$ cat config.mk
export PLATFORM = sky130hd
export DESIGN_NAME = number_extractor
export DESIGN_NICKNAME = d
export VERILOG_FILES = /design/src/rtl/number_extractor.sv
export SDC_FILE = /design/constraint.sdc
export NUM_CORES = 1
export LEC_CHECK = 0
export ABC_AREA = 1
export CORE_UTILIZATION = 35
export CTS_CLUSTER_DIAMETER = 120
export DETAILED_ROUTE_END_ITERATION = 16
export DONT_BUFFER_PORTS = 1
export PLACE_DENSITY = 0.51
export SLEW_MARGIN = 10
export SYNTH_ARGS = -nofsm -noshare
export SYNTH_HDL_FRONTEND = slang
export SYNTH_SLANG_ARGS = --single-unit
$ cat constraint.sdc
create_clock -name clk -period 10.7 [get_ports clk]
set_input_delay 2.14 -clock clk [delete_from_list [all_inputs] [get_ports clk]]
set_output_delay 2.14 -clock clk [all_outputs]
set_load 0.03 [all_outputs]
$ cat src/rtl/number_extractor.sv
// Decimal token extractor fed by a 12-stage character window.
// A token is an opening whitespace at the oldest stage, a run of digits and
// a whitespace terminator, all visible in the window at once. The digits are
// then accumulated one per en cycle as they reach the oldest stage.
//
// state     | meaning
// ----------+-------------------------------------------------------------
// S_IDLE    | scanning each en cycle for an opening whitespace plus a digit run
// S_COLLECT | folding each digit at stage 11 into the accumulator
module number_extractor #(
  parameter int MAX_DIGITS = 9
) (
  input  logic        clk,
  input  logic        rst,
  input  logic        en,
  input  logic [7:0]  data_in,
  input  logic [11:0] is_number_in,
  input  logic [11:0] is_white_in,
  output logic [31:0] value,
  output logic [3:0]  digits,
  output logic        value_valid,
  output logic        token_drop,
  output logic        error,
  output logic [15:0] token_count
);

  localparam logic [3:0] LP_MAX = 4'(MAX_DIGITS);

  typedef enum logic {
    S_IDLE,
    S_COLLECT
  } state_t;

  state_t      r_state;
  state_t      w_state_next;

  logic [31:0] r_acc;
  logic [3:0]  r_remaining;
  logic [3:0]  r_len;
  logic [31:0] r_value;
  logic [3:0]  r_digits;
  logic        r_value_valid;
  logic        r_token_drop;
  logic        r_error;
  logic [15:0] r_token_count;

  logic [3:0]  w_run_len;
  logic        w_run_stop;
  logic        w_term_white;
  logic        w_conflict;
  logic        w_len_ok;
  logic        w_detect;
  logic        w_drop;
  logic [7:0]  w_digit;
  logic [31:0] w_acc_mac;
  logic        w_load;
  logic        w_step;
  logic        w_done;
  logic        w_err;
  logic        w_drop_pulse;

  // Length of the digit run starting just after the opening byte (bit 10 down).
  always_comb begin
    w_run_len  = '0;
    w_run_stop = 1'b0;
    for (int i = 10; i >= 0; i--) begin
      if (!w_run_stop && is_number_in[i]) begin
        w_run_len = w_run_len + 4'd1;
      end else begin
        w_run_stop = 1'b1;
      end
    end
  end

  // Terminator class and flag conflicts over the run plus its terminator.
  always_comb begin
    w_term_white = 1'b0;
    w_conflict   = 1'b0;
    for (int i = 0; i <= 10; i++) begin
      if (i == 10 - int'(w_run_len)) begin
        w_term_white = is_white_in[i];
      end
      if (i >= 10 - int'(w_run_len)) begin
        w_conflict = w_conflict | (is_number_in[i] & is_white_in[i]);
      end
    end
  end

  assign w_len_ok  = (w_run_len >= 4'd1) && (w_run_len <= LP_MAX);
  assign w_detect  = is_white_in[11] && w_len_ok && w_term_white && !w_conflict;
  // A run filling the whole window (L=11) has no visible terminator but is
  // already too long for any legal MAX_DIGITS, so it is dropped as well.
  assign w_drop    = is_white_in[11] && (w_run_len > LP_MAX) &&
                     ((w_run_len == 4'd11) || w_term_white) && !w_conflict;

  assign w_digit   = data_in - 8'h30;
  assign w_acc_mac = (r_acc * 32'd10) + {24'd0, w_digit};

  // State register.
  always_ff @(posedge clk) begin
    if (rst) begin
      r_state <= S_IDLE;
    end else begin
      r_state <= w_state_next;
    end
  end

  // Next-state and datapath control; nothing advances while en is low.
  always_comb begin
    w_state_next = r_state;
    w_load       = 1'b0;
    w_step       = 1'b0;
    w_done       = 1'b0;
    w_err        = 1'b0;
    w_drop_pulse = 1'b0;
    case (r_state)
      S_IDLE: begin
        if (en) begin
          if (w_detect) begin
            w_load       = 1'b1;
            w_state_next = S_COLLECT;
          end else if (w_drop) begin
            w_drop_pulse = 1'b1;
          end
        end
      end
      S_COLLECT: begin
        if (en) begin
          if (is_number_in[11]) begin
            w_step = 1'b1;
            if (r_remaining == 4'd1) begin
              w_done       = 1'b1;
              w_state_next = S_IDLE;
            end
          end else begin
            w_err        = 1'b1;
            w_state_next = S_IDLE;
          end
        end
      end
      default: w_state_next = S_IDLE;
    endcase
  end

  // Accumulator, result registers, event pulses and the token counter.
  always_ff @(posedge clk) begin
    if (rst) begin
      r_acc         <= '0;
      r_remaining   <= '0;
      r_len         <= '0;
      r_value       <= '0;
      r_digits      <= '0;
      r_value_valid <= 1'b0;
      r_token_drop  <= 1'b0;
      r_error       <= 1'b0;
      r_token_count <= '0;
    end else begin
      r_value_valid <= w_done;
      r_token_drop  <= w_drop_pulse;
      r_error       <= w_err;
      if (w_load) begin
        r_acc       <= '0;
        r_remaining <= w_run_len;
        r_len       <= w_run_len;
      end else if (w_step) begin
        r_acc       <= w_acc_mac;
        r_remaining <= r_remaining - 4'd1;
      end else if (w_err) begin
        r_acc       <= '0;
        r_remaining <= '0;
      end
      if (w_done) begin
        r_value  <= w_acc_mac;
        r_digits <= r_len;
        if (r_token_count != 16'hFFFF) begin
          r_token_count <= r_token_count + 16'd1;
        end
      end
    end
  end

  assign value       = r_value;
  assign digits      = r_digits;
  assign value_valid = r_value_valid;
  assign token_drop  = r_token_drop;
  assign error       = r_error;
  assign token_count = r_token_count;

endmodule

## Yosys cells after proc, flatten, opt, wreduce, memory -nomap -nowiden

Cells that the tools add are included.
W data, S select, Z words.

| storage, ports and cells | value |
|---|---|
| logic and storage cells | 176 |
| latch bits | 0 |
| output and inout bits | 55 |
| memory bits (writable) | 0 |
| memories | 0 |
| bits in read-only memories | 0 |
| flip-flop bits (word level) | 96 |

| operators by class | value |
|---|---|
| multiplexer cells | 66 |
| div/mod/pow operators | 0 |
| $mul | 1 |
| shifts and indexed selects | 0 |
| equality and inequality tests | 13 |
| bitwise logic cells | 23 |
| reductions and logical operators | 34 |
| add/sub/neg operators | 15 |
| order comparisons | 14 |

Operators with widths:

| operator | count |
|---|---|
| $mux W32 | 2 |
| $mux W1 | 50 |
| $mux W4 | 12 |
| $add A4 B1 Y4 const B | 9 |
| $add A32 B8 Y32 | 1 |
| $logic_not A32 Y1 | 1 |
| $mul A32 B3 Y31 const B | 1 |
| $eq A4 B5 Y1 const A | 4 |
| $ge A4 B5 Y1 const A | 4 |
| $logic_and A1 B1 Y1 | 17 |
| $add A16 B1 Y16 const B | 1 |
| $ne A16 B16 Y1 const B | 1 |
| $eq A5 B5 Y1 const A | 3 |
| $ge A5 B5 Y1 const A | 3 |
| $and A1 B1 Y1 | 11 |
| $eq A3 B5 Y1 const A | 2 |
| $ge A3 B5 Y1 const A | 2 |
| $logic_not A1 Y1 | 10 |
| $or A1 B1 Y1 | 10 |
| $sub A8 B6 Y8 const B | 1 |
| $eq A2 B5 Y1 const A | 1 |
| $ge A1 B5 Y1 const A | 1 |
| $ge A2 B5 Y1 const A | 1 |
| $sub A4 B4 Y5 const A | 1 |
| 16 further kinds | 17 |

## Depth between registers and ports, before layout

| logic depth | value |
|---|---|
| word-level depth | 58 |
| depth in mapped cells | 51 |

## Worst setup path after synthesis

No wires, ideal clock.

| timing | value |
|---|---|
| kind | input -> register |
| start point | input port is_number_in[8] |
| end point | register r_acc[21] |
| buffers on the path | 1 |
| stages | 39 |
| slack | 3377 ps |
| setup time | 118 ps |
| arrival | 7205 ps |
| path through | inv_1 -> a21boi_0 -> ha_1 -> nor2_1 -> nor2_1 -> ha_1 -> nand3_1 -> nand2_1 -> nand2_1 -> o21ai_0 -> inv_1 -> ha_1 -> inv_1 -> nor2_1 -> a21oi_1 -> ha_1 -> o21ai_0 -> ha_1 -> (+3 left out) -> ha_1 -> xnor2_2 -> nand3_2 -> nor2_2 -> ha_1 -> nand2_1 -> nand2_1 -> o21ai_1 -> nand3b_1 -> nand3_1 -> nand3_1 -> nor2_2 -> nand4_4 -> nor2_4 -> inv_4 -> nand2_8 -> buf_8 -> nor2_1 |

| between the ends | value |
|---|---|
| longest elaborated chain between the ends | 55 |

RTL lines:

| what | line | RTL |
|---|---|---|
| start: declaration | 17 | `input logic [11:0] is_number_in,` |
| $logic_and A1 B1 Y1 (*) | 67 | `if (!w_run_stop && is_number_in[i]) begin` |
| branches (longest 24 deep; another with $add A4 B1 Y4) | -- |  |
| $mux W4 (*) | 67 |  |
| via w_run_len[1] | 47 | `logic [3:0] w_run_len;` |
| $sub A4 B4 Y5 | 80, 83 |  |
| $ge A1 B5 Y1 | 83 | `if (i >= 10 - int'(w_run_len)) begin` |
| $mux W1 | 83 |  |
| $or A1 B1 Y1 | 84 | `w_conflict = w_conflict \| (is_number_in[i] & is_white_in[i]);` |
| (+17 left out) | -- |  |
| $or A1 B1 Y1 | 84 |  |
| $mux W1 | 83 |  |
| $logic_not A1 Y1 | 90 | `assign w_detect = is_white_in[11] && w_len_ok && w_term_white && !w_conflict;` |
| $logic_and A1 B1 Y1 (*) | 90 |  |
| $mux W1 (*) | 119 | `if (w_detect) begin` |
| $mux W1 (*) | 118 | `if (en) begin` |
| $mux W1 (*) | 116 | `case (r_state)` |
| $reduce_or A2 Y1 (no line) (*) | -- |  |
| end signal: assignment | 166 | `r_acc <= w_acc_mac;` |
| end: declaration | 37 | `logic [31:0] r_acc;` |

Mark *: on every way through the listed nets, which the timed path passes.
A chain may end at the register's enable or synchronous reset.

## Final worst setup path

| timing | value |
|---|---|
| start point | input port is_number_in[8] |
| end point | register r_acc[9] |

The elaborated chain is that of the path after synthesis.

==> flow_metrics.env <==
export IMPL_status="finished clean"
export IMPL_num_nets_final=1204
export IMPL_vias_per_cell=4.803
export IMPL_critPathMostFrequentCell="ha_1"
export IMPL_fin_crit_ns=7.709
export IMPL_ys_warn_count=0
export IMPL_dieArea_um2=22180
export IMPL_place_inst=1349
export IMPL_drtIter0Drc=286
export IMPL_totalWireLength_um=18470
export IMPL_max_freq_mhz=129.7
export IMPL_final_cells=1365
export IMPL_setup_viol=0
export IMPL_ys_ff_latch=95
export IMPL_total_power_mw=0.7700
export IMPL_syn_avg_cell_area_um2=6.895
export IMPL_synth_async_reset_ratio_pct=0
export IMPL_rr_endpoint="r_acc[29]"
export IMPL_antenna_cells=0
export IMPL_post_drt_wl_per_cell_um=13.53
export IMPL_endpoint_kind="register"
export IMPL_grt_pass1_vias=6335
export IMPL_period_share_pct=72.05
export IMPL_use_met3_pct=3.486
export IMPL_whs_ns=0.4612
export IMPL_min_from="r_len[1]"
export IMPL_antenna_found_initial=0
export IMPL_crit_type="input port to register"
export IMPL_crit_required_ns=10.93
export IMPL_num_vias=6556
export IMPL_clock_sinks=95
export IMPL_yosys_cell_count_top_type="nand2_1"
export IMPL_hold_violations=0
export IMPL_ir_worst_vdd_uv=71.93
export IMPL_initial_core_util_pct=35.84
export IMPL_fillerInstances=2294
export IMPL_die_h_um=148.9
export IMPL_critPathBufInv=4
export IMPL_grt_overflow=0
export IMPL_leakage_nw=3.956
export IMPL_hold_buffers=0
export IMPL_skew_ns=0.007952
export IMPL_grt_max_degree=44
export IMPL_synth_seq_area_share_pct=25.17
export IMPL_maxCapViolCount=0
export IMPL_yosys_mux_area_fraction_pct=0.1490
export IMPL_grt_busiest_layer="met2"
export IMPL_yosys_area_top_type="dfxtp_1"
export IMPL_row_count=53
export IMPL_tightest_slew_ns=1.023
export IMPL_r2r_cells=24
export IMPL_synth_edf_count=0
export IMPL_boundaryPins=90
export IMPL_tns_ns=0
export IMPL_ys_types=52
export IMPL_yosys_top_cells_area="dfxtp_1 25%, ha_1 14%, nand2_1 11%"
export IMPL_ys_flop_type="dfxtp_1"
export IMPL_htreeDepth=3
export IMPL_gp_routability_congestion=0.8615
export IMPL_power_density_nw_per_um2=95.03
export IMPL_stdcell_area_um2=8103
export IMPL_final_max_slew_viol_count=0
export IMPL_cts_resized=0
export IMPL_worstPathArrival_ns=7.94
export IMPL_netlist_instances=1096
export IMPL_synth_top_cells_by_count="214 x nand2_1, 152 x inv_1, 120 x nor2_1"
export IMPL_critPathSlowestCell="a21boi_0"
export IMPL_synthDominantCellAreaShare_pct=25.17
export IMPL_dp_slack_ns=2.613
export IMPL_synth_area_um2=7557
export IMPL_cts_made_buffers=9
export IMPL_synth_fp_nets=1215
export IMPL_r2r_slack_ns=5.62
export IMPL_drt_pass1_iterations=4
export IMPL_grt_pass1_wl_um=31000
export IMPL_synth_simple_area_share_pct=30.07
export IMPL_worst_path_max_fanout=31
export IMPL_hold_class="register to register"
export IMPL_dpl_hpwl_um=14420
export IMPL_grt_use_met1_pct=22.46
export IMPL_port_buffers=0
export IMPL_crit_family="simple AND/OR/NAND/NOR gates"
export IMPL_synth_compound_area_share_pct=13.82
export IMPL_synth_xor_area_share_pct=6.705
export IMPL_whs_path_depth=2
export IMPL_grt_util_all_layers_pct=17.36
export IMPL_cts_buffer_depth=2
export IMPL_rsz0062_at_grt="no"
export IMPL_drive_gt1_share_pct=9.083
export IMPL_slowest_delay_ns=0.39
export IMPL_root_buffer="clkbuf_16"
export IMPL_clock_latency_ns=0.35
export IMPL_die_w_um=148.9
export IMPL_relSlewSlack_pct=31.64
export IMPL_cp_num_cells=38
export IMPL_clkTransAtPathRegs_ns=0.07
export IMPL_syn2layout_area_growth_pct=7.219
export IMPL_remaining_drc_errors=0
export IMPL_core_region_area_um2=21090
export IMPL_cts_setup_buffers=0
export IMPL_reg2reg_from="r_acc[1]"
export IMPL_placed_cell_area_um2=7795
export IMPL_min_to="r_len[1]"
export IMPL_synthAdderAreaFrac_pct=14.11
export IMPL_antenna_left=0
export IMPL_use_met2_pct=30.07
export IMPL_synth_top_family_by_area="simple AND/OR/NAND/NOR gates"
export IMPL_fin_util_pct=38.42
export IMPL_cts_tree="yes"
export IMPL_start_kind="input port"
export IMPL_worst_slack_ns=2.991
## worst max-delay path by stage
stage,end,slack [ns],start
floorplan,r_acc[21],3.38,is_number_in[8]
finish,r_acc[9],2.99,is_number_in[8]
global route,r_acc[9],2.29,is_number_in[8]
detailed placement,r_acc[24],2.61,is_number_in[8]
CTS,r_acc[9],2.97,is_number_in[8]
global placement,r_acc[24],2.81,is_number_in[8]
## tightest hold or removal path, stage by stage, from the launching register on
cell and delay (ns):
dfxtp_1 0.31, nand2_1 0.06, a21oi_1 0.05
## placed cells by master (no fill, tap or decap), drive strengths merged, types with 2 or more instances in the layout
cell,n
nand4,11
buf,3
a21boi,3
nand2,226
o21a,2
o21ai,63
nor4,6
a211oi,2
a22oi,12
a21oi,84
xnor2,12
ha,82
nor2,139
inv,161
and2,2
clkbuf,10
dfxtp,95
or2,13
nand3,79
xor2,45
nor3,15
fa,2
o21bai,5
clkinv,5
## flip-flops by register name, summed over array words and instances, names as in the netlist
signal and flops:
digits 4, error 1, r_acc 31, r_len 4, r_remaining 4, r_state 1
token_count 16, token_drop 1, value 32, value_valid 1
## per-layer routing
metal | share of wire [%] | vias up | wire length, µm
met1 | 48 | 2919 | 8902
met4 | 0.89 | 0 | 165
li1 | - | 3540 | -
met2 | 47 | 84 | 8589
met5 | 0 | - | 0
met3 | 4.4 | 13 | 811
## kinds of logic (layout without fill, tap and decap cells)
| group | after synthesis | in the layout |
|---|---|---|
| compound gates | 178 | 178 |
| mux | 1 | 1 |
| flops | 95 | 95 |
| simple gates | 494 | 494 |
| buf+inv | 187 | 181 |
| fa+ha+maj | 84 | 84 |
| xor+xnor | 57 | 57 |
## report_power, final
group | leakage [nW] | internal (mW) | switching (mW)
clock network | 0.149 | 0.189 | 0.149
logic | 3.04 | 0.0243 | 0.0509
registers | 0.765 | 0.355 | 0.00148
total | 3.96 | 0.568 | 0.202
## layout make-up
class | instances | area, µm² | share of cell area [%]
Sequential cell | 95 | 1902 | 23.47
Tap cell | 275 | 344.1 | 4.246
Timing Repair Buffer | 3 | 22.52 | 0.2779
Inverter | 162 | 615.6 | 7.597
Clock buffer | 10 | 239.0 | 2.949
Clock inverter | 6 | 68.82 | 0.8493
Multi-Input combinational cell | 814 | 4911 | 60.61
Power figures use the tool's default switching activity.
